File: src/rtl/o_spike_tx.sv
// o_spike_tx: gathers spike indices during a timestep and presents them as one packet on frame_end.
// Define SPIKE_TX_OVF_CNT_EN to add the dropped-spike counter ovf_cnt and the sticky ovf_flag.
module o_spike_tx #(
    parameter int unsigned MAX_SPIKE = 128,
    parameter int unsigned IDX_W     = 14
) (
    input  logic                       clk,
    input  logic                       rst_n,
    input  logic                       spk_valid,
    input  logic [IDX_W-1:0]           spk_index,
    output logic                       spk_ready,
    input  logic                       frame_end,
    output logic                       valid_out,
    input  logic                       ready_in,
    output logic [7:0]                 spike_num,
    output logic [IDX_W*MAX_SPIKE-1:0] spike_index_flat,
    output logic                       busy
`ifdef SPIKE_TX_OVF_CNT_EN
    ,
    output logic [15:0]                ovf_cnt,
    output logic                       ovf_flag
`endif
);
    localparam int unsigned CNT_W  = 8;
    localparam int unsigned FLAT_W = IDX_W * MAX_SPIKE;

    typedef enum logic {
        S_COLLECT = 1'b0,
        S_SEND    = 1'b1
    } state_t;

    state_t            r_state;
    state_t            w_state_nxt;
    logic [CNT_W-1:0]  r_count;
    logic [FLAT_W-1:0] r_slots;
    logic              w_full;
    logic              w_accept;
    logic              w_handshake;

    assign w_full      = (r_count == CNT_W'(MAX_SPIKE));
    assign w_accept    = (r_state == S_COLLECT) && spk_valid && !w_full;
    assign w_handshake = (r_state == S_SEND) && ready_in;

    // State register
    always_ff @(posedge clk or negedge rst_n) begin
        if (!rst_n) begin
            r_state <= S_COLLECT;
        end else begin
            r_state <= w_state_nxt;
        end
    end

    // Next state: frame_end closes the frame, downstream handshake reopens it
    always_comb begin
        w_state_nxt = r_state;
        case (r_state)
            S_COLLECT: if (frame_end) w_state_nxt = S_SEND;
            S_SEND:    if (ready_in)  w_state_nxt = S_COLLECT;
        endcase
    end

    // Slot buffer and fill count; a spike accepted alongside frame_end still lands in the packet
    always_ff @(posedge clk or negedge rst_n) begin
        if (!rst_n) begin
            r_count <= '0;
            r_slots <= '0;
        end else if (w_handshake) begin
            r_count <= '0;
            r_slots <= '0;
        end else if (w_accept) begin
            r_count <= r_count + CNT_W'(1);
            for (int unsigned i = 0; i < MAX_SPIKE; i++) begin
                if (r_count == CNT_W'(i)) begin
                    r_slots[i*IDX_W +: IDX_W] <= spk_index;
                end
            end
        end
    end

`ifdef SPIKE_TX_OVF_CNT_EN
    logic        w_drop;
    logic [15:0] r_ovf_cnt;
    logic        r_ovf_flag;

    assign w_drop = (r_state == S_COLLECT) && spk_valid && w_full;

    // Saturating drop counter with sticky flag, cleared only by reset
    always_ff @(posedge clk or negedge rst_n) begin
        if (!rst_n) begin
            r_ovf_cnt  <= '0;
            r_ovf_flag <= 1'b0;
        end else if (w_drop) begin
            r_ovf_flag <= 1'b1;
            if (r_ovf_cnt != 16'hFFFF) begin
                r_ovf_cnt <= r_ovf_cnt + 16'd1;
            end
        end
    end

    assign ovf_cnt  = r_ovf_cnt;
    assign ovf_flag = r_ovf_flag;
`endif

    assign spk_ready        = (r_state == S_COLLECT);
    assign valid_out        = (r_state == S_SEND);
    assign busy             = (r_state == S_SEND);
    assign spike_num        = r_count;
    assign spike_index_flat = r_slots;

endmodule

File: config.mk
export PLATFORM = sky130hd
export DESIGN_NAME = o_spike_tx
export DESIGN_NICKNAME = d
export VERILOG_FILES = /design/src/rtl/o_spike_tx.sv
export SDC_FILE = /design/constraint.sdc
export NUM_CORES = 2
export LEC_CHECK = 0
export CAP_MARGIN = 40
export CORE_AREA = 2 2 717 719
export DETAILED_ROUTE_END_ITERATION = 8
export DIE_AREA = 0 0 719 721
export PLACE_DENSITY = 0.34
export SYNTH_ARGS = -nofsm -noshare
export SYNTH_HDL_FRONTEND = slang
export SYNTH_SLANG_ARGS = --single-unit
File: constraint.sdc
create_clock -name clk -period 5 [get_ports clk]
set_clock_uncertainty 0.1 [all_clocks]
set_input_delay 0.75 -clock clk [delete_from_list [all_inputs] [get_ports clk]]
set_output_delay 0.75 -clock clk [all_outputs]
set_load 0.02 [all_outputs]
### Word-level counts from Yosys, hierarchy flattened

Index checks and enable logic that the tools add are counted.

| word-level totals | value |
|---|---|
| register bits | 1801 |
| latch bits | 0 |
| RAM bits | 0 |
| memory bits (read-only) | 0 |
| bits of input ports | 19 |
| memories kept | 0 |

| cells by class | value |
|---|---|
| $add $sub $neg | 1 |
| multiply operators | 0 |
| div/mod/pow operators | 0 |
| order comparisons | 0 |
| eq/ne operators | 128 |
| shift-type cells | 0 |
| muxes and demuxes | 135 |
| bitwise gates (word level) | 1 |
| reduce and logical (&&, ||, !) cells | 262 |

Operator list:

| cell | count |
|---|---|
| 1792-bit two-way mux | 2 |
| 14-bit two-way mux | 128 |
| 8-bit by 7-bit == test with 1-bit output, second input constant | 64 |
| 2-bit nonzero test | 129 |
| 8-bit by 6-bit == test with 1-bit output, second input constant | 32 |
| 2-bit AND reduction | 128 |
| 8-bit by 5-bit == test with 1-bit output, second input constant | 16 |
| 8-bit by 4-bit == test with 1-bit output, second input constant | 8 |
| 8-bit by 3-bit == test with 1-bit output, second input constant | 4 |
| 8-bit by 2-bit == test with 1-bit output, second input constant | 2 |
| 8-bit two-way mux | 2 |
| 8-bit by 1-bit adder with 8-bit output, second input constant | 1 |
| 8-bit by 1-bit == test with 1-bit output, second input constant | 1 |
| 8-bit == test, second input constant | 1 |
| 8-bit logical NOT | 1 |
| 1-bit logical AND | 3 |
| 1-bit two-way mux | 2 |
| 1-bit one-hot mux with 2 select lines | 1 |
| 1-bit logical NOT | 1 |
| 1-bit NOT | 1 |

### Depth between registers and ports, before layout

| depth | value |
|---|---|
| depth after elaboration | 5 |
| depth in mapped cells | 8 |
| mapped depth without buffers | 5 |

### Worst setup path before layout

OpenSTA, ideal clock, no wires.

| path | value |
|---|---|
| path type | input to register |
| start point | input spk_valid |
| end point | register r_slots[1361] (netlist: spike_index_flat[1361]) |
| library setup time | 0.080 ns |
| data arrival time | 2.215 ns |
| required time | 4.820 ns |
| path slack | 2.605 ns |
| cell stages on the path | 5 |
| buffers on the path | 2 |
| cell sequence | or3b_2 buf_4 nor3_2 buf_4 mux2i_1 |

| between the ends | value |
|---|---|
| longest elaborated chain between the ends | 4 |

RTL lines:

| item | RTL line | source |
|---|---|---|
| start, declared | 9 | `input logic spk_valid,` |
| 1-bit logical AND (2 in series) | 41 | `assign w_accept = (r_state == S_COLLECT) && spk_valid && !w_full;` |
| 2-bit nonzero test (no line) | -- |  |
| 2-bit AND reduction (no line) | -- |  |
| end signal, assigned by index | 74 | `r_slots[i*IDX_W +: IDX_W] <= spk_index;` |
| end, declared | 35 | `logic [FLAT_W-1:0] r_slots;` |

Every way passes these cells.
A chain may end at the register's enable or synchronous reset.

### Final worst setup path

| path | value |
|---|---|
| start point | register r_state (netlist: busy) |
| end point | output spk_ready |

| between the ends | value |
|---|---|
| longest elaborated chain between the ends | 1 |

RTL lines:

| item | RTL line | source |
|---|---|---|
| start, declared | 32 | `state_t r_state;` |
| start signal, assigned | 49 | `r_state <= w_state_nxt;` |
| 1-bit NOT | -- |  |
| end, declared | 11 | `output logic spk_ready,` |

Every way passes these cells.

==> impl_results.md <==
* Asr flop ratio synth at 100.0%
* Largest net degree at the start of global routing at 221
* Met3 track demand over resource at 4.158%
* Clk buf depth at 4
* Min Tclk post-route at between 3 and 4 ns
* DRC viols at 0
* Pwr per Cell Area at 325.2 mW/mm2
* Initial antenna violation count at 14
* Fraction of layout cells with a size suffix above 1 at 10.94%
* RSZ-0062 raised after global routing: false
* Met1 usage at 18.41%
* Global-route usage over all layers at roughly 15%
* CP Cell Sequence: buf_12, inv_1, clkdlybuf4s50_1
* Power Total at 36.22 mW
* First-pass GRT wire length at 547.8 mm
* Post-synth cell types at 46
* Setup Crit Path Kind: reg2out
* Synthesized cell area at 0.07481 mm2
* Hold Path Class: reg2reg
* Syn_area_per_cell at between 10 and 15 um2
* Setup TNS at 0 ns
* Synthesis warning total at 0
* Clk sinks at 1801
* Port Buffers at 1821
* Worst IR Drop VDD at 313.3 uV
* Crit path to: spk_ready
* Cell Int Power at 26.02 mW
* 1st-pass router iterations at 6
* Ports at 1822
* Worst reg2reg setup slack at ~1.7 ns
* Cells after synthesis at 6202
* Worst hold margin at approximately 0.42 ns
* Post-synth top flop: dfrtp_1
* Starting Density at 14.64%
* Slew HR at between 10% and 20%
* Final ANT Viol Nets at 0
* Area Growth Syn to Fin at 48.90%
* Worst Reg-to-Reg Cells at 7
* Crit end category: output port
* Crit share post-route at 78.58%
* Met2 usage at 25.84%
* H-tree depth at 4
* Post-synthesis register bit count at 1801
* CP peak stage delay at just under 1 ns
* Worst Tran Pin Value at approximately 1.3 ns
* Die Area at 0.5184 mm2
* Clock share of power at 48.4%
* Sw power at 10.20 mW
* Worst-path clk slew at 0.06 ns
* Fmax achieved at 254.5 MHz
* Arr. time, crit path at 3.08 ns
* Routed WL at between 400 and 500 mm
* Post-DP HPWL at 293.8 mm
* Sequential area share after synthesis at 60.25%
* Post-cts resize count at 0
* Vias per cell at 3.720
* RePlAce Congestion at ~0.78
* Final net count at 8065
* Grt peak-use layer: met2
* Initial detailed-routing violation count at ~3200
* Startpoint types: register
* CTS root buf: clkbuf_16
* Routed length per instance at 27.33 um
* Slowest-stage cell, CP: clkdlybuf4s50_1
* # setup viols final at 0
* Combinational Power Share at between 10% and 20%
* Final Slew Violations at 0
* Data required, critical path at 4.15 ns
* FF-to-FF End: spike_index_flat[1770]
* CTS tree: built
* Worst R2R Start: spike_num[0]
* CTS buffer count at 234
* Fillers at ~55000
* Status: complete, no violations
* Vias at 55736
* Core Area at 0.5110 mm2
* CP Launch Point: busy
* Maxcap violations at 0
* # rows at 263
* Post-synth EDFFs at 0
* Critical Path Fanout Max at 19
* Grt total ovfl at 0
* Post-Syn Nets at 6225
* Clock latency on the worst-skew pair at approximately 0.91 ns
* Width of the die at 719 um
* Hold Fails Final Rpt at 0
* Leak pwr at 48.54 nW
* Die H at around 720 um
* Switching share of power at ~28%
* Number of global-route vias before repair at 58297
* Flop pwr share at 41.2%
-- how the worst min path moves through the flow --
| stage | start | endpoint | slack, ns | cells after the start |
|---|---|---|---|---|
| after floorplan | rst_n | busy | 0.35 | 0 |
| after global placement | spike_index_flat[917] | spike_index_flat[917] | 0.41 | 2 |
| after detailed placement | spike_index_flat[572] | spike_index_flat[572] | 0.41 | 2 |
| after CTS | spk_valid | spike_num[0] | 0.37 | 3 |
| after global routing | spk_valid | spike_num[1] | 0.40 | 3 |
| final | spike_index_flat[282] | spike_index_flat[282] | 0.42 | 2 |
-- layout by cell type, fill, tap and decap left out, drive strengths merged, types with 2 or more instances in the layout --
master	instances
and3	2
dfrtp	1801
or4	2
nor4bb	2
nand4b	2
o21ai	4
clkdlybuf4s50	1819
or2	2
ha	4
nor3	88
nand2b	6
nand3b	6
or4b	4
nand3	33
nand4bb	3
nor2	2
nor4b	3
inv	11
clkbuf	342
clkinvlp	7
nor2b	5
a21oi	5
o311ai	3
buf	369
diode	6
nand4	9
bufinv	15
mux2i	1794
or3	4
and3b	6
nand2	1813
clkinv	45
-- timing repair --
item,in CTS,in global routing
setup buffers,0,0
hold buffers,1,0
endpoints found under the hold margin,39,0
setup endpoints to repair,0,0
-- through the flow --
| step | setup slack (ns) | std cells | instance area (um2) | util [%] |
|---|---|---|---|---|
| 2_1_floorplan | 2.605 | 6202 | 74810 | - |
| 3_3_place_gp | 0.6685 | 14503 | 102300 | 20.02 |
| 3_5_place_dp | 1.222 | 14562 | 103500 | 20.25 |
| 4_1_cts | 0.9325 | 14977 | 111400 | 21.79 |
| 5_1_grt | 0.9768 | 14978 | 111400 | 21.79 |
| 6_report | 1.071 | 14983 | 111400 | 21.80 |
-- power groups by stage --
stage	logic, mW	clock network, mW	registers (mW)
global route	4.05	18.8	14.9
global placement	3.86	0	15.2
finish	3.77	17.5	14.9
CTS	3.96	18.2	14.9
detailed placement	3.95	0	15.2
floorplan	1.24	0	15.3
-- Yosys cell counts, types with 9 or more instances --
cell type,n,share of area [%]
mux2i_1,1794,24
buf_1,26,0.13
nand4_2,9,0.15
dfrtp_1,1801,60
buf_2,67,0.45
buf_6,51,0.77
nand3_2,11,0.15
clkbuf_1,382,1.9
nand3_1,22,0.15
buf_4,58,0.58
nor3_4,39,0.85
nor3_2,49,0.66
nand2_1,1813,9.1
-- kinds of logic after synthesis --
group | synth area share (%)
simple gates | 11.67
fa+ha+maj | 0.06690
flops | 60.25
mux | 24.00
buf+inv | 3.882
compound gates | 0.1271
-- metal layers --
layer  share of wire [%]  wire length (um)
met2                  49            199000
met3                 6.6             26880
met4                 3.7             15160
met1                  41            168300
met5              0.0049                20
-- flip-flops by register name, indices dropped and copies added, names as in the netlist --
name              flops
spike_index_flat   1792
busy                  1
spike_num             8
-- critical path: cells and delay by family, from the launching register on --
family   cells  cell delay [ns]
buf+inv      3             1.59
flops        1             0.53
-- layout make-up --
class	instances	area [um2]	share of cell area (%)
flip-flops and latches	1801	45080	40.47
multi-input cells	3810	27340	24.54
repair buffers	2189	22590	20.28
well taps	6757	8454	7.590
clock buffers	342	6944	6.234
clock inverters	72	945.9	0.8492
inverters	6	22.52	0.02022
diodes	6	15.01	0.01348
(Power assumes the default switching activity.)
